$ cat config.mk
export PLATFORM = sky130hd
export DESIGN_NAME = hazard_controller
export DESIGN_NICKNAME = d
export VERILOG_FILES = /design/src/rtl/cpu_ctrl_pkg.sv /design/src/rtl/forward_unit.sv /design/src/rtl/hazard_controller.sv
export SDC_FILE = /design/constraint.sdc
export NUM_CORES = 1
export LEC_CHECK = 0
export BUFFER_PORTS_ARGS = -buffer_cell sky130_fd_sc_hd__buf_2
export CORE_UTILIZATION = 40
export DETAILED_ROUTE_END_ITERATION = 12
export GPL_TIMING_DRIVEN = 1
export PLACE_DENSITY = 0.69
export SLEW_MARGIN = 15
export SYNTH_ARGS = -nofsm -noshare
export SYNTH_HDL_FRONTEND = slang
export SYNTH_HIERARCHICAL = 1
export SYNTH_SLANG_ARGS = --single-unit
$ cat constraint.sdc
create_clock -name clk -period 3.7 [get_ports clk]
set_input_delay 0 -clock clk [delete_from_list [all_inputs] [get_ports clk]]
set_output_delay 0 -clock clk [all_outputs]
set_load 0.005 [all_outputs]
$ cat src/rtl/cpu_ctrl_pkg.sv
// ============================================================================
// cpu_ctrl_pkg : shared types and constants for the MIPSCPU pipeline control
// Revision 1.0 : initial release
// ============================================================================
`default_nettype none

package cpu_ctrl_pkg;

  localparam int DEF_REG_ADDR_W = 5;

  typedef enum logic [0:0] {
    RUN      = 1'b0,
    MEM_WAIT = 1'b1
  } state_t;

  localparam logic [1:0] FWD_RF  = 2'b00;
  localparam logic [1:0] FWD_MEM = 2'b10;
  localparam logic [1:0] FWD_WB  = 2'b01;

  // The younger (MEM) producer holds the newer value, so it wins over WB.
  function automatic logic [1:0] fwd_sel(input logic mem_hit, input logic wb_hit);
    if (mem_hit) begin
      return FWD_MEM;
    end else if (wb_hit) begin
      return FWD_WB;
    end else begin
      return FWD_RF;
    end
  endfunction

endpackage

`default_nettype wire

$ cat src/rtl/forward_unit.sv
// ============================================================================
// forward_unit : combinational EX-stage operand bypass selection
// Revision 1.0 : initial release
// ============================================================================
`default_nettype none

module forward_unit
  import cpu_ctrl_pkg::*;
#(
  parameter int REG_ADDR_W = DEF_REG_ADDR_W
) (
  input  logic [REG_ADDR_W-1:0] ex_rs,
  input  logic [REG_ADDR_W-1:0] ex_rt,
  input  logic [REG_ADDR_W-1:0] mem_rd,
  input  logic                  mem_reg_write,
  input  logic [REG_ADDR_W-1:0] wb_rd,
  input  logic                  wb_reg_write,
  output logic [1:0]            fwd_a,
  output logic [1:0]            fwd_b
);

  logic mem_valid;
  logic wb_valid;
  logic mem_hit_a;
  logic mem_hit_b;
  logic wb_hit_a;
  logic wb_hit_b;

  // Register 0 is hard-wired to zero and must never be bypassed.
  assign mem_valid = mem_reg_write && (mem_rd != '0);
  assign wb_valid  = wb_reg_write  && (wb_rd  != '0);

  assign mem_hit_a = mem_valid && (mem_rd == ex_rs);
  assign mem_hit_b = mem_valid && (mem_rd == ex_rt);
  assign wb_hit_a  = wb_valid  && (wb_rd  == ex_rs);
  assign wb_hit_b  = wb_valid  && (wb_rd  == ex_rt);

  assign fwd_a = fwd_sel(mem_hit_a, wb_hit_a);
  assign fwd_b = fwd_sel(mem_hit_b, wb_hit_b);

endmodule

`default_nettype wire

$ cat src/rtl/hazard_controller.sv
// ============================================================================
// hazard_controller : stall/flush/bubble sequencing and forwarding for the
//                     5-stage MIPSCPU, with memory-wait freeze and debug counters
// Revision 1.0 : initial release
// ============================================================================
`default_nettype none

module hazard_controller
  import cpu_ctrl_pkg::*;
#(
  parameter int REG_ADDR_W = DEF_REG_ADDR_W,
  parameter int TIMEOUT    = 64,
  parameter int CNT_W      = 16
) (
  input  logic                  clk,
  input  logic                  rst,
  input  logic [REG_ADDR_W-1:0] id_rs,
  input  logic [REG_ADDR_W-1:0] id_rt,
  input  logic                  id_uses_rt,
  input  logic [REG_ADDR_W-1:0] ex_rs,
  input  logic [REG_ADDR_W-1:0] ex_rt,
  input  logic [REG_ADDR_W-1:0] ex_rd,
  input  logic                  ex_mem_read,
  input  logic                  ex_branch_taken,
  input  logic [REG_ADDR_W-1:0] mem_rd,
  input  logic                  mem_reg_write,
  input  logic [REG_ADDR_W-1:0] wb_rd,
  input  logic                  wb_reg_write,
  input  logic                  mem_req,
  input  logic                  mem_ready,
  output logic                  pc_stall,
  output logic                  if_id_stall,
  output logic                  id_ex_stall,
  output logic                  ex_mem_stall,
  output logic                  mem_wb_stall,
  output logic                  id_ex_bubble,
  output logic                  if_id_flush,
  output logic                  id_ex_flush,
  output logic [1:0]            fwd_a,
  output logic [1:0]            fwd_b,
  output logic [CNT_W-1:0]      stall_count,
  output logic                  mem_timeout
);

  localparam int                WAIT_W    = $clog2(TIMEOUT + 1);
  localparam logic [WAIT_W-1:0] WAIT_ONE  = WAIT_W'(1);
  localparam logic [WAIT_W-1:0] WAIT_MAX  = WAIT_W'(TIMEOUT);
  localparam logic [WAIT_W-1:0] WAIT_LAST = WAIT_W'(TIMEOUT - 1);
  localparam logic [CNT_W-1:0]  CNT_ONE   = CNT_W'(1);
  localparam logic [CNT_W-1:0]  CNT_MAX   = {CNT_W{1'b1}};

  state_t            state;
  logic [WAIT_W-1:0] wait_cnt;

  logic       freeze;
  logic       branch_flush;
  logic       load_use;
  logic       id_dep;
  logic [1:0] fwd_a_raw;
  logic [1:0] fwd_b_raw;

  forward_unit #(
    .REG_ADDR_W (REG_ADDR_W)
  ) u_forward_unit (
    .ex_rs         (ex_rs),
    .ex_rt         (ex_rt),
    .mem_rd        (mem_rd),
    .mem_reg_write (mem_reg_write),
    .wb_rd         (wb_rd),
    .wb_reg_write  (wb_reg_write),
    .fwd_a         (fwd_a_raw),
    .fwd_b         (fwd_b_raw)
  );

  // A same-cycle completion in RUN never freezes; MEM_WAIT holds until ready.
  always_comb begin
    freeze = 1'b0;
    case (state)
      RUN:      freeze = mem_req && !mem_ready;
      MEM_WAIT: freeze = !mem_ready;
      default:  freeze = 1'b0;
    endcase
  end

  assign id_dep       = (ex_rd == id_rs) || (id_uses_rt && (ex_rd == id_rt));
  assign branch_flush = !freeze && ex_branch_taken;
  assign load_use     = !freeze && !ex_branch_taken && ex_mem_read &&
                        (ex_rd != '0) && id_dep;

  // Controls are forced quiet while reset is held, independent of the inputs.
  assign pc_stall     = rst && (freeze || load_use);
  assign if_id_stall  = rst && (freeze || load_use);
  assign id_ex_stall  = rst && freeze;
  assign ex_mem_stall = rst && freeze;
  assign mem_wb_stall = rst && freeze;
  assign id_ex_bubble = rst && load_use;
  assign if_id_flush  = rst && branch_flush;
  assign id_ex_flush  = rst && branch_flush;
  assign fwd_a        = rst ? fwd_a_raw : FWD_RF;
  assign fwd_b        = rst ? fwd_b_raw : FWD_RF;

  always_ff @(posedge clk or negedge rst) begin
    if (!rst) begin
      state       <= RUN;
      wait_cnt    <= '0;
      mem_timeout <= 1'b0;
      stall_count <= '0;
    end else begin
      case (state)
        RUN: begin
          if (mem_req && !mem_ready) begin
            state    <= MEM_WAIT;
            wait_cnt <= '0;
          end
        end
        MEM_WAIT: begin
          if (wait_cnt != WAIT_MAX) begin
            wait_cnt <= wait_cnt + WAIT_ONE;
          end
          // Sticky: only reset clears the timeout indication.
          if (wait_cnt == WAIT_LAST) begin
            mem_timeout <= 1'b1;
          end
          if (mem_ready) begin
            state <= RUN;
          end
        end
        default: begin
          state <= RUN;
        end
      endcase

      if (pc_stall && (stall_count != CNT_MAX)) begin
        stall_count <= stall_count + CNT_ONE;
      end
    end
  end

endmodule

`default_nettype wire

* Yosys cells after proc, flatten, opt, wreduce, memory -nomap -nowiden
Cells that the tools add are included.
** Word-level totals
- Memories :: 0
- Output and inout bits :: 29
- Word-level logic and storage cells :: 59
- Bits in latches :: 0
- Bits in registers :: 25
- ROM bits :: 0
- RAM bits :: 0
** Operators by class
- Order comparisons :: 0
- $mul :: 0
- Divide/modulo/power cells :: 0
- Multiplexer cells :: 13
- Equality and inequality tests :: 11
- Bitwise gates (word level) :: 1
- Shift-type cells :: 0
- $add $sub $neg :: 2
- Reductions and logical operators :: 28
** Operator list (number)
- $eq A5 B5 Y1 :: 6
- $logic_and A1 B1 Y1 :: 18
- $add A16 B1 Y16 const B :: 1
- $ne A16 B16 Y1 const B :: 1
- $reduce_bool A5 Y1 :: 3
- $mux W7 :: 2
- $pmux W7 S2 :: 1
- $mux W2 :: 4
- $add A7 B1 Y7 const B :: 1
- $eq A7 B6 Y1 const B :: 1
- $ne A7 B7 Y1 const B :: 1
- $mux W1 :: 4
- $pmux W1 S2 :: 2
- $reduce_and A2 Y1 :: 2
- $logic_not A1 Y1 :: 3
- $logic_or A1 B1 Y1 :: 2
- $ne A2 B1 Y1 const B :: 1
- $ne A2 B2 Y1 const B :: 1
- $not A1 Y1 :: 1

* Logic depth before layout (Yosys ltp)
Gate-level depths: netlist of run 1.
- Depth in word-level cells :: 11
- Depth in mapped cells :: 8
- Depth with buffers taken out :: 8

* Cells and area by module
Netlist of run 1, hierarchy kept.
** By module, submodules not included
- hazard_controller :: area an instance 1448.9 µm², cells an instance 148, seq. area each 625.6 µm², times used 1
- forward_unit :: area an instance 272.8 µm², cells an instance 36, seq. area each 0.0 µm², times used 1

* Worst setup path before layout of run 1
OpenSTA, ideal clock, no wires.
- Kind :: reg2reg
- Start :: reg stall_count[4]
- End :: reg stall_count[1]
- Data arrival time :: 1.646 ns
- Setup time :: 0.125 ns
- Stages on the path, launching flop included :: 6
- Clock period less this slack :: 1.771 ns
- Setup slack :: 1.929 ns
- Data required time :: 3.575 ns
- Cell sequence :: dfrtp_1 > and4_1 > nand4_1 > or3_1 > and2_4 > mux2_4
** Between the ends
- Cells in the longest elaborated chain, start to end :: 2
** Ends and longest elaborated chain
- start: declaration :: RTL line hazard_controller.sv:41 : output logic [CNT_W-1:0] stall_count,
- start signal: assignment :: RTL line hazard_controller.sv:134 : stall_count <= stall_count + CNT_ONE;
- $ne A16 B16 Y1 :: RTL line hazard_controller.sv:133 : if (pc_stall && (stall_count != CNT_MAX)) begin
- $logic_and A1 B1 Y1 :: RTL line hazard_controller.sv:133
No other way between the ends.
A chain may end at the register's enable or synchronous reset.

* Worst setup path after layout of run 1
- Start :: in rst
- End :: reg stall_count[1]
** Between the ends
- Cells in the longest elaborated chain, start to end :: 2
** Ends and longest elaborated chain
- start: declaration :: RTL line hazard_controller.sv:16 : input logic rst,
- $logic_and A1 B1 Y1 :: RTL line hazard_controller.sv:91 : assign pc_stall = rst && (freeze || load_use);
- $logic_and A1 B1 Y1 :: RTL line hazard_controller.sv:133
No other way between the ends.

==> results.txt, run 1 <==
----------------------------------------------------
[Timing]
  Final Critical Period ... approximately 2.1 ns
  Crit path setup slack, layout ... 1.59 ns
  Max-slew headroom ... 0.563
  Final hold slack ... 0.0326 ns
  Pin slew with the least headroom to its limit ... around 0.65 ns
  Sum Neg Setup Slack ... 0 ns
  Worst clock skew ... a little under 0.007 ns
  RSZ-0062 raised after global routing ... no
  Ratio of final minimum period to clock period ... 0.571
  Final-report setup violation count ... 0
  Number of pins with negative max-slew slack in the final report ... 0
  Hold Vio Cnt, Final ... 0
  Max Clock Freq ... 473 MHz

[Clock network]
  Clock insertion delay at the later pin of the skew report ... 0.27 ns
  Cts bufs inserted ... 3
  Register clock-pin slew on the reported worst setup and hold paths ... roughly 0.09 ns
  Htree depth ... 1
  Root buf cell ... sky130_fd_sc_hd__clkbuf_8
  Number of buffers between clock root and the deepest sink ... 2
  Post-CTS resize count ... 0
  Number of sinks driven by the clock tree ... 25
  TritonCTS clock tree ... built

[Critical path]
  CP Class ... in2reg
  Required time reported for the critical path endpoint ... roughly 3.9 ns
  Largest fanout of any net on the critical path ... 32
  Endpoint class of the critical path ... flop
  Launching element type of the critical path ... input port
  CP arrival ... roughly 2.3 ns

[Yosys]
  Synth Net Count ... 231
  List of most frequent post-synthesis cells ... sky130_fd_sc_hd__xnor2_1 (38), sky130_fd_sc_hd__dfrtp_1 (25), sky130_fd_sc_hd__nand3_1 (17)
  Syn avg cell area ... 9.36 um2
  Proportion of synthesized flip-flops having asynchronous set or reset ... 1.00
  Synth area leaders ... sky130_fd_sc_hd__dfrtp_1 (36%), sky130_fd_sc_hd__xnor2_1 (19%), sky130_fd_sc_hd__nand3_1 (4.9%)
  Flops & latches, synth ... 25
  Area share of the largest cell type after synthesis ... 0.363
  Number of instances in the synthesized netlist ... 184
  Top flip-flop cell by instance count after synthesis ... sky130_fd_sc_hd__dfrtp_1
  Unique masters post-synth ... 37
  Number of enable flip-flop cells after synthesis ... 0
  Library cell with the highest instance count after synthesis ... sky130_fd_sc_hd__xnor2_1
  Part of the Yosys area used for sequential elements ... 0.363
  Count of yosys warnings during synthesis ... 6
  Post-Synthesis Cell Area ... 1720 um2
  Leading area contributor after synthesis ... sky130_fd_sc_hd__dfrtp_1

[Power and ir drop]
  Total power draw ... 0.741 mW
  Power Density ... roughly 350 nW/um2
  Max VDD drop ... approximately 0.15 mV
  Leakage dissipation ... 1.03 nW

[Flow run]
  Number of maximum-capacitance constraint violations ... 0

[Detailed routing]
  Vias per std cell ... roughly 5
  Post-DRT Antenna Nets ... 0
  Final WL ... 3640 um
  Post-route DRC ... 0
  Initial DRT Pass Iterations ... 4
  Total via count after detailed routing ... about 1500
  Number of DRC violations after detailed-routing iteration 0 ... 49
  Routed length per placed instance ... 12.0 um

[Status]
  Run status ... finished clean

[Cells and area]
  Count of nets after finishing ... 301
  Post-Route Utilization ... 0.529
  Post-route standard cell area excluding fillers ... 2150 um2
  Post-route insts no fill ... 303
  Filler Cell Count ... 390
  Fraction of layout cells with a size suffix above 1 ... 0.332
  Antenna diode count ... 0
  Area growth syn-to-layout ... 24.7%

[Global routing]
  Maximum number of pins on one net before global-route repair ... 33
  Wire length of the first global-routing pass ... 5820 um
  Final global-route overflow total ... 0
  Via count of the first global-routing pass ... 1461
  Initial antenna violation count ... 0
  Global-route usage over all layers ... 0.164

[Place]
  Placement Cell Area ... 2090 um2
  Minimum setup slack after placement ... 1.64 ns
  Count of placed standard cells including taps ... between 200 and 300
  DP Wirelength ... 2890 um
  Final Wtd Congestion ... 0.816
  Port buffer count ... 72

[Die]
  Number of primary I/O pins ... 73
  Horizontal die dimension ... approximately 68 um
  Core box area ... approximately 4100 um2
  Area enclosed by the die boundary ... 4570 um2
  Height of the chip ... approximately 68 um
  Effective utilization at floorplan ... 0.424
  Site row count ... 23

[Min path]
  Min-delay worst type ... in2reg

----------------------------------------------------
-- metal layers --
layer  routed length [um]  up-vias  global-route usage  part of all wire
li1                     -      776                   -                 -
met1                 1680      704               0.208              0.46
met2                 1690       56               0.286              0.46
met3                  246        4              0.0220             0.068
met4                   27        0              0.0452            0.0074
met5                    0        -                   0                 0
-- registers in the layout, summed over array words and instances (netlist names) --
name,flops
mem_timeout,1
state,1
wait_cnt,7
stall_count,16
-- power breakdown --
part	internal, mW	total (mW)	switching (mW)
combinational	0.116	0.217	0.101
clock	0.0753	0.163	0.0879
sequential	0.312	0.361	0.0486
total	0.503	0.741	0.238
-- worst max-delay path: stages --
cell and delay (ns):
sky130_fd_sc_hd__dlygate4sd3_1 0.52, sky130_fd_sc_hd__buf_2 0.51, sky130_fd_sc_hd__o211ai_2 0.17, sky130_fd_sc_hd__nor3b_2 0.33
sky130_fd_sc_hd__a21o_4 0.26, sky130_fd_sc_hd__and2_4 0.19, sky130_fd_sc_hd__mux2_4 0.29
-- cells by family after synthesis --
group           Yosys count  synth area share
mux                       4            0.0276
flops                    25             0.363
simple gates             81             0.259
buf+inv                  11            0.0378
xor+xnor                 45             0.229
fa+ha+maj                 3            0.0218
compound gates           15            0.0618
-- timing repair --
item,4_1_cts,5_1_grt
hold buffers,1,0
hold endpoints to repair,25,0
buffers inserted,0,0
-- final timing paths --
check | from | end | slack (ns) | depth (start not counted)
max | rst | stall_count[1]$_DFFE_PN0P_ | 1.59 | 7
max in group asynchronous | rst | wait_cnt[4]$_DFFE_PN0P_ | 3.01 | 2
max reg2reg | stall_count[4]$_DFFE_PN0P_ | stall_count[1]$_DFFE_PN0P_ | 1.64 | 5
min reg2reg | mem_timeout$_DFFE_PN0P_ | mem_timeout$_DFFE_PN0P_ | 0.47 | 1
min in group asynchronous | rst | stall_count[12]$_DFFE_PN0P_ | 0.27 | 2
min | mem_req | state$_DFF_PN0_ | 0.03 | 3
-- final cells by class --
| cell class | instances | area, um2 | area share |
|---|---|---|---|
| timing repair buffer | 73 | 370 | 0.172 |
| multi-input combinational | 148 | 1030 | 0.480 |
| inverter | 3 | 11.3 | 0.00524 |
| sequential | 25 | 626 | 0.291 |
| clock buffer | 3 | 41.3 | 0.0192 |
| tap | 50 | 62.6 | 0.0291 |
| clock inverter | 1 | 5.00 | 0.00233 |
-- cell usage in the layout (no fill, tap or decap), types with 2 or more instances in the layout --
| cell | instances |
|---|---|
| sky130_fd_sc_hd__xnor2_1 | 38 |
| sky130_fd_sc_hd__a31oi_1 | 2 |
| sky130_fd_sc_hd__nand3_1 | 17 |
| sky130_fd_sc_hd__nand4_1 | 9 |
| sky130_fd_sc_hd__nor2_1 | 10 |
| sky130_fd_sc_hd__clkbuf_8 | 3 |
| sky130_fd_sc_hd__o21ai_0 | 3 |
| sky130_fd_sc_hd__nand2_1 | 12 |
| sky130_fd_sc_hd__and2_1 | 6 |
| sky130_fd_sc_hd__ha_1 | 3 |
| sky130_fd_sc_hd__dfrtp_1 | 25 |
| sky130_fd_sc_hd__a21oi_1 | 3 |
| sky130_fd_sc_hd__xor2_1 | 7 |
| sky130_fd_sc_hd__nand2b_1 | 3 |
| sky130_fd_sc_hd__mux2_2 | 2 |
| sky130_fd_sc_hd__inv_1 | 3 |
| sky130_fd_sc_hd__nor3_1 | 2 |
| sky130_fd_sc_hd__or4_1 | 4 |
| sky130_fd_sc_hd__and3_1 | 7 |
| sky130_fd_sc_hd__or3_1 | 2 |
| sky130_fd_sc_hd__buf_2 | 72 |
| sky130_fd_sc_hd__nor4_1 | 4 |
(Power assumes the default switching activity.)
==> run 2, diff against run 1 <==
--- a/config.mk
+++ b/config.mk
@@ -9,7 +9,7 @@
 export CORE_UTILIZATION = 40
 export DETAILED_ROUTE_END_ITERATION = 12
 export GPL_TIMING_DRIVEN = 1
-export PLACE_DENSITY = 0.69
+export PLACE_DENSITY = 0.71
 export SLEW_MARGIN = 15
 export SYNTH_ARGS = -nofsm -noshare
 export SYNTH_HDL_FRONTEND = slang
==> constraint.sdc (replaced) <==
create_clock -name clk -period 1.72 [get_ports clk]
set_input_delay 0 -clock clk [delete_from_list [all_inputs] [get_ports clk]]
set_output_delay 0 -clock clk [all_outputs]
set_load 0.005 [all_outputs]
==> results.txt, run 2 (synthesis gave the netlist of run 1 again) <==
----------------------------------------------------
[Critical path]
  Required time reported for the critical path endpoint ... 1.87 ns (-1.99 ns)
  R2R depth ... 5 (unchanged)
  Highest cell delay on the worst timing path ... 0.43 ns (-0.09 ns)
  CP arrival ... 1.86 ns (-0.42 ns)
  CP Class ... reg2reg
  Launching element type of the critical path ... flop
  Cell breakdown of the critical path ... and4_4, nand4_1, or3_4, and2_4, mux2_4
  Worst R2R End ... stall_count[1]$_DFFE_PN0P_
  Reg-to-Reg Start ... stall_count[4]$_DFFE_PN0P_
  Register-to-register setup slack ... 0.01 ns (-1.63 ns)
  Crit path max-delay cell type ... sky130_fd_sc_hd__or3_4
  Endpoint class of the critical path ... flop
  Largest fanout of any net on the critical path ... 3 (-91%)

[Status]
  Run status ... finished clean

[Timing]
  Max-slew headroom ... 0.727 (+0.164)
  Number of pins with negative max-slew slack in the final report ... 0 (unchanged)
  Worst clock skew ... 0.00232 ns (-0.00459 ns)
  Pin slew with the least headroom to its limit ... 0.408 ns (-0.245 ns)
  Max Clock Freq ... 586 MHz
  Ratio of final minimum period to clock period ... 0.992
  Hold Vio Cnt, Final ... 0 (unchanged)
  Final-report setup violation count ... 0 (unchanged)
  Crit path setup slack, layout ... 0.0139 ns (-1.57 ns)
  Final Critical Period ... 1.71 ns
  RSZ-0062 raised after global routing ... yes
  Final hold slack ... 0.0196 ns (-0.0130 ns)
  Sum Neg Setup Slack ... 0 ns (unchanged)

[Cells and area]
  Antenna diode count ... 0 (unchanged)
  Commonest cells after routing, fill and taps aside ... sky130_fd_sc_hd__buf_2 (72), sky130_fd_sc_hd__xnor2_1 (38), sky130_fd_sc_hd__buf_4 (28)
  Commonest non-fill, non-tap cell in the layout ... sky130_fd_sc_hd__buf_2
  Post-route standard cell area excluding fillers ... 2410 um2 (+12%)
  Flip-flop count of the largest register, all copies and words added ... 16 (unchanged)
  Filler Cell Count ... 380 (-2.6%)
  Registers with the most flip-flops ... stall_count: 16 flops, wait_cnt: 7 flops
  Count of nets after finishing ... 330 (+9.6%)
  Area growth syn-to-layout ... 39.8%
  Fraction of layout cells with a size suffix above 1 ... 0.422 (+0.0900)
  Post-route insts no fill ... 332 (+9.6%)
  Reg with most FFs ... stall_count

[Flow run]
  Number of maximum-capacitance constraint violations ... 0 (unchanged)

[Min path]
  Min-delay worst type ... in2reg
  Hold Crit Depth ... 3 (unchanged)
  Worst Min Path Start ... mem_req
  Endpoint of the worst hold path ... state$_DFF_PN0_

[Detailed routing]
  Post-route DRC ... 0 (unchanged)
  Final WL ... 4140 um (+14%)
  Initial DRT Pass Iterations ... 4 (unchanged)
  Number of DRC violations after detailed-routing iteration 0 ... 35 (-29%)
  Vias per std cell ... 4.95 (-2.6%)
  Post-DRT Antenna Nets ... 0 (unchanged)
  Routed length per placed instance ... 12.5 um (+3.8%)
  Total via count after detailed routing ... 1644 (+6.8%)

[Die]
  Height of the chip ... 67.6 um (unchanged)
  Area enclosed by the die boundary ... 4570 um2 (unchanged)
  Number of primary I/O pins ... 73 (unchanged)
  Horizontal die dimension ... 67.6 um (unchanged)
  Site row count ... 23 (unchanged)
  Core box area ... 4060 um2 (unchanged)
  Effective utilization at floorplan ... 0.424 (unchanged)

[Global routing]
  Final global-route overflow total ... 0 (unchanged)
  Maximum number of pins on one net before global-route repair ... 17 (-48%)
  Global-route usage over all layers ... 0.193 (+0.0295)
  Via count of the first global-routing pass ... 1558 (+6.6%)
  Initial antenna violation count ... 0 (unchanged)
  Wire length of the first global-routing pass ... 6670 um (+14%)

[Clock network]
  Clock insertion delay at the later pin of the skew report ... 0.26 ns (about the same)
  Number of sinks driven by the clock tree ... 25 (unchanged)
  Root buf cell ... sky130_fd_sc_hd__clkbuf_8
  Cts bufs inserted ... 3 (unchanged)
  Number of buffers between clock root and the deepest sink ... 2 (unchanged)
  Register clock-pin slew on the reported worst setup and hold paths ... 0.08 ns (about the same)
  Htree depth ... 1 (unchanged)
  TritonCTS clock tree ... built

[Place]
  Port buffer count ... 72 (unchanged)
  Final Wtd Congestion ... 0.866 (+6.1%)
  Count of placed standard cells including taps ... 322 (+8.1%)
  DP Wirelength ... 3360 um (+16%)
  Minimum setup slack after placement ... 0.00260 ns (-1.64 ns)
  Placement Cell Area ... 2280 um2 (+8.9%)

[Power and ir drop]
  Power Density ... 725 nW/um2 (+110%)
  Max VDD drop ... 0.454 mV (+200%)
  Leakage dissipation ... 1.18 nW (+15%)

----------------------------------------------------
-- run 2: worst max path at each step --
stage,endpoint,cells past startpoint,from,slack [ns]
2_1_floorplan,stall_count[1]$_DFFE_PN0P_,5,stall_count[4]$_DFFE_PN0P_,-0.02
3_3_place_gp,stall_count[1]$_DFFE_PN0P_,6,state$_DFF_PN0_,0.06
3_5_place_dp,stall_count[1]$_DFFE_PN0P_,6,state$_DFF_PN0_,0.003
4_1_cts,stall_count[1]$_DFFE_PN0P_,5,stall_count[0]$_DFFE_PN0P_,0.03
5_1_grt,stall_count[1]$_DFFE_PN0P_,5,stall_count[4]$_DFFE_PN0P_,-0.03
6_report,stall_count[1]$_DFFE_PN0P_,5,stall_count[4]$_DFFE_PN0P_,0.01
-- run 2: power breakdown --
part	internal, mW	switching, mW	leakage (nW)
Sequential	0.671	0.0795	0.335
Combinational	0.364	0.294	0.819
Clock	0.165	0.171	0.0228
Total	1.20	0.545	1.18
-- run 2: critical path, delay by kind of cell (launching register included) --
kind / cells / cell delay (ns)
simple gates: 4 / 0.95
mux: 1 / 0.29
flops: 1 / 0.37
-- run 2: through the flow --
stage           util  power, mW
3_5_place_dp   0.561       1.36
2_1_floorplan      -       1.05
4_1_cts        0.575       1.70
6_report       0.593       1.75
5_1_grt        0.593       1.87
3_3_place_gp   0.561       1.34
-- run 2: layout make-up --
class	count	area (um2)	area share
multi-input combinational	148	1070	0.445
sequential	25	626	0.260
timing repair buffer	102	592	0.246
tap	50	62.6	0.0260
clock buffer	4	45.0	0.0187
inverter	3	11.3	0.00468
-- run 2: what timing repair did --
item / CTS / global route
endpoints found under the setup margin: 3 / 9
hold endpoints to repair: 25 / 0
setup buffers: 0 / 5
pin swaps: 0 / 6
hold buffers: 1 / 0
resized for setup: 1 / 8
-- run 2: metal layers --
metal	wire, um	vias to the layer above	global-route usage	part of all wire
li1	-	839	-	-
met1	1920	753	0.251	0.46
met2	1950	50	0.322	0.47
met3	247	2	0.0338	0.060
met4	22	0	0.0638	0.0053
met5	0	-	0	0
==> run 3, diff against run 2 <==
--- a/config.mk
+++ b/config.mk
@@ -6,12 +6,11 @@
 export NUM_CORES = 1
 export LEC_CHECK = 0
 export BUFFER_PORTS_ARGS = -buffer_cell sky130_fd_sc_hd__buf_2
-export CORE_UTILIZATION = 40
+export CORE_UTILIZATION = 43
 export DETAILED_ROUTE_END_ITERATION = 12
 export GPL_TIMING_DRIVEN = 1
-export PLACE_DENSITY = 0.71
-export SLEW_MARGIN = 15
+export PLACE_DENSITY = 0.76
+export SLEW_MARGIN = 10
 export SYNTH_ARGS = -nofsm -noshare
 export SYNTH_HDL_FRONTEND = slang
-export SYNTH_HIERARCHICAL = 1
 export SYNTH_SLANG_ARGS = --single-unit
==> results.txt, run 3 <==
----------------------------------------------------
[Status]
  Run status ... complete, but fails checks
  Violations in the final reports ... setup timing

[Yosys]
  Number of instances in the synthesized netlist ... 178 (-3.3%)
  Number of enable flip-flop cells after synthesis ... 0 (unchanged)
  Top flip-flop cell by instance count after synthesis ... sky130_fd_sc_hd__dfrtp_1
  Part of the Yosys area used for sequential elements ... 0.370 (+0.00672)
  List of most frequent post-synthesis cells ... sky130_fd_sc_hd__xor2_1 (28), sky130_fd_sc_hd__dfrtp_1 (25), sky130_fd_sc_hd__xnor2_1 (19)
  Library cell with the highest instance count after synthesis ... sky130_fd_sc_hd__xor2_1
  Area share of the largest cell type after synthesis ... 0.370 (+0.00672)
  Count of yosys warnings during synthesis ... 0 (-6)
  Synth area leaders ... sky130_fd_sc_hd__dfrtp_1 (37%), sky130_fd_sc_hd__xor2_1 (15%), sky130_fd_sc_hd__xnor2_1 (9.8%)
  Syn avg cell area ... 9.50 um2 (+1.5%)
  Synth Net Count ... 225 (-2.6%)
  Leading area contributor after synthesis ... sky130_fd_sc_hd__dfrtp_1
  Unique masters post-synth ... 33 (-11%)
  Flops & latches, synth ... 25 (unchanged)
  Proportion of synthesized flip-flops having asynchronous set or reset ... 1.00 (unchanged)
  Post-Synthesis Cell Area ... 1690 um2 (-1.8%)

[Clock network]
  Register clock-pin slew on the reported worst setup and hold paths ... 0.09 ns (about the same)
  Number of sinks driven by the clock tree ... 25 (unchanged)
  Number of buffers between clock root and the deepest sink ... 2 (unchanged)
  Cts bufs inserted ... 3 (unchanged)
  Clock insertion delay at the later pin of the skew report ... 0.27 ns (about the same)
  TritonCTS clock tree ... built
  Htree depth ... 1 (unchanged)
  Root buf cell ... sky130_fd_sc_hd__clkbuf_8

[Critical path]
  Endpoint class of the critical path ... flop
  CP Class ... reg2reg
  Required time reported for the critical path endpoint ... 1.92 ns (+0.05 ns)
  CP arrival ... 1.92 ns (+0.06 ns)
  Largest fanout of any net on the critical path ... 7 (+4)
  Launching element type of the critical path ... flop

[Timing]
  Worst clock skew ... 0.00240 ns (+0.0000789 ns)
  Pin slew with the least headroom to its limit ... 0.452 ns (+0.0435 ns)
  Final hold slack ... 0.116 ns (+0.0960 ns)
  Crit path setup slack, layout ... -0.00334 ns (-0.0172 ns)
  Sum Neg Setup Slack ... -0.00334 ns (-0.00334 ns)
  Number of pins with negative max-slew slack in the final report ... 0 (unchanged)
  Ratio of final minimum period to clock period ... 1.00 (+0.0100)
  Final Critical Period ... 1.72 ns (+0.0172 ns)
  Final-report setup violation count ... 1 (+1)
  Max-slew headroom ... 0.698 (-0.0293)
  RSZ-0062 raised after global routing ... yes
  Hold Vio Cnt, Final ... 0 (unchanged)
  Max Clock Freq ... 580 MHz (-1.0%)

[Place]
  DP Wirelength ... 3110 um (-7.5%)
  Final Wtd Congestion ... 0.880 (+1.6%)
  Port buffer count ... 72 (unchanged)

[Die]
  Core box area ... 3720 um2 (-8.4%)
  Height of the chip ... 64.7 um (-4.3%)
  Number of primary I/O pins ... 73 (unchanged)
  Horizontal die dimension ... 64.7 um (-4.3%)
  Effective utilization at floorplan ... 0.455 (+0.0306)
  Area enclosed by the die boundary ... 4190 um2 (-8.4%)
  Site row count ... 22 (-4.3%)

[Global routing]
  Wire length of the first global-routing pass ... 6170 um (-7.5%)
  Global-route usage over all layers ... 0.190 (-0.00321)
  Maximum number of pins on one net before global-route repair ... 30 (+13)
  Via count of the first global-routing pass ... 1418 (-9.0%)
  Initial antenna violation count ... 0 (unchanged)
  Final global-route overflow total ... 0 (unchanged)

[Cells and area]
  Flip-flop count of the largest register, all copies and words added ... 16 (unchanged)
  Commonest cells after routing, fill and taps aside ... sky130_fd_sc_hd__buf_2 (72), sky130_fd_sc_hd__xor2_1 (28), sky130_fd_sc_hd__dfrtp_1 (25)
  Registers with the most flip-flops ... stall_count: 16 flops, wait_cnt: 7 flops
  Fraction of layout cells with a size suffix above 1 ... 0.404 (-0.0175)
  Area growth syn-to-layout ... 35.3%
  Count of nets after finishing ... 315 (-4.5%)
  Filler Cell Count ... 345 (-9.2%)
  Antenna diode count ... 0 (unchanged)
  Commonest non-fill, non-tap cell in the layout ... sky130_fd_sc_hd__buf_2
  Reg with most FFs ... stall_count

[Detailed routing]
  Total via count after detailed routing ... 1571 (-4.4%)
  Number of DRC violations after detailed-routing iteration 0 ... 66 (+89%)
  Final WL ... 3990 um (-3.6%)
  Routed length per placed instance ... 12.7 um (+1.6%)
  Post-route DRC ... 0 (unchanged)
  Initial DRT Pass Iterations ... 4 (unchanged)
  Post-DRT Antenna Nets ... 0 (unchanged)
  Vias per std cell ... 4.99 (+0.72%)

[Power and ir drop]
  Portion of total power attributed to combinational logic ... 0.378 (about the same)
  Clock network fraction of total power ... 0.194 (about the same)
  Portion of total power attributed to sequential cells ... 0.428 (-0.002)
  Cell-internal power ... 1.20 mW (+0.19%)
  Net switching power of the design ... 0.592 mW (+8.6%)
  Max VDD drop ... 0.890 mV (+96%)
  Power Density ... 784 nW/um2 (+8.1%)
  Sw frac ... 0.330 (+0.0175)
  Leakage dissipation ... 1.17 nW (-0.34%)

[Flow run]
  Number of maximum-capacitance constraint violations ... 0 (unchanged)

[Min path]
  Min-delay worst type ... in2reg

----------------------------------------------------
[run 3: metal layers]
metal / global-route usage / vias to the layer above / part of all wire
li1: - / 792 / -
met1: 0.239 / 730 / 0.46
met2: 0.318 / 43 / 0.47
met3: 0.0423 / 6 / 0.053
met4: 0.0667 / 0 / 0.013
met5: 0 / - / 0
[run 3: path summary, 6_finish.rpt]
check	slack, ns	end	depth (start not counted)	start
worst max-delay path	-0.003	stall_count[11]$_DFFE_PN0P_	8	stall_count[0]$_DFFE_PN0P_
worst min-delay path	0.12	state$_DFF_PN0_	3	mem_ready
worst max register to register	-0.003	stall_count[11]$_DFFE_PN0P_	8	stall_count[0]$_DFFE_PN0P_
worst min register to register	0.48	stall_count[15]$_DFFE_PN0P_	1	stall_count[15]$_DFFE_PN0P_
max in group asynchronous	1.06	stall_count[15]$_DFFE_PN0P_	3	rst
min in group asynchronous	0.40	stall_count[5]$_DFFE_PN0P_	3	rst
[run 3: per-stage QoR]
step	util	setup slack (ns)	cells	power, mW	area [um2]
finish	0.615	-0.00334	315	1.79	2290
global route	0.615	-0.0999	315	1.93	2290
CTS	0.602	0.0338	311	1.80	2240
detailed placement	0.587	0.0373	306	1.45	2180
global placement	0.587	0.0803	306	1.43	2180
floorplan	-	0.00769	178	1.13	1700
[run 3: cell type report]
class | instances | area (um2) | share of cell area
multi-input combinational | 140 | 1030 | 0.451
timing repair buffer | 89 | 490 | 0.214
inverter | 9 | 33.8 | 0.0148
tap | 48 | 60.1 | 0.0263
clock buffer | 3 | 41.3 | 0.0181
clock inverter | 1 | 5.00 | 0.00219
sequential | 25 | 626 | 0.274
[run 3: cells by family (layout without fill, tap and decap cells)]
group / count (synthesis) / in the layout / share of synthesized area
xor gates and xnor gates: 47 / 47 / 0.244
muxes: 3 / 3 / 0.0192
adders and majority gates: 3 / 3 / 0.0222
and+or+nand+nor: 74 / 74 / 0.245
AOI/OAI and AO/OA: 12 / 13 / 0.0555
DFF: 25 / 25 / 0.370
buffers and inverters: 14 / 102 / 0.0444
[run 3: worst max-delay path: stages (launching register included)]
cell	delay (ns)
sky130_fd_sc_hd__dfrtp_1	0.40
sky130_fd_sc_hd__ha_2	0.19
sky130_fd_sc_hd__and3_4	0.18
sky130_fd_sc_hd__nand3_1	0.09
sky130_fd_sc_hd__o21ai_2	0.08
sky130_fd_sc_hd__a21o_4	0.23
sky130_fd_sc_hd__buf_4	0.14
sky130_fd_sc_hd__nor3_2	0.18
sky130_fd_sc_hd__xor2_1	0.16
[run 3: power by group through the flow]
stage / Sequential (mW) / Combinational, mW / Clock, mW
final: 0.768 / 0.678 / 0.348
after global routing: 0.781 / 0.756 / 0.388
after CTS: 0.768 / 0.675 / 0.360
after detailed placement: 0.779 / 0.666 / 0
after global placement: 0.774 / 0.661 / 0
after floorplan: 0.816 / 0.309 / 0
[run 3: timing repair]
action                                 4_1_cts  5_1_grt
setup buffers                                0        3
setup endpoints to repair                    0        7
hold buffers                                 1        0
gates resized for setup                      0        3
endpoints found under the hold margin       25        0
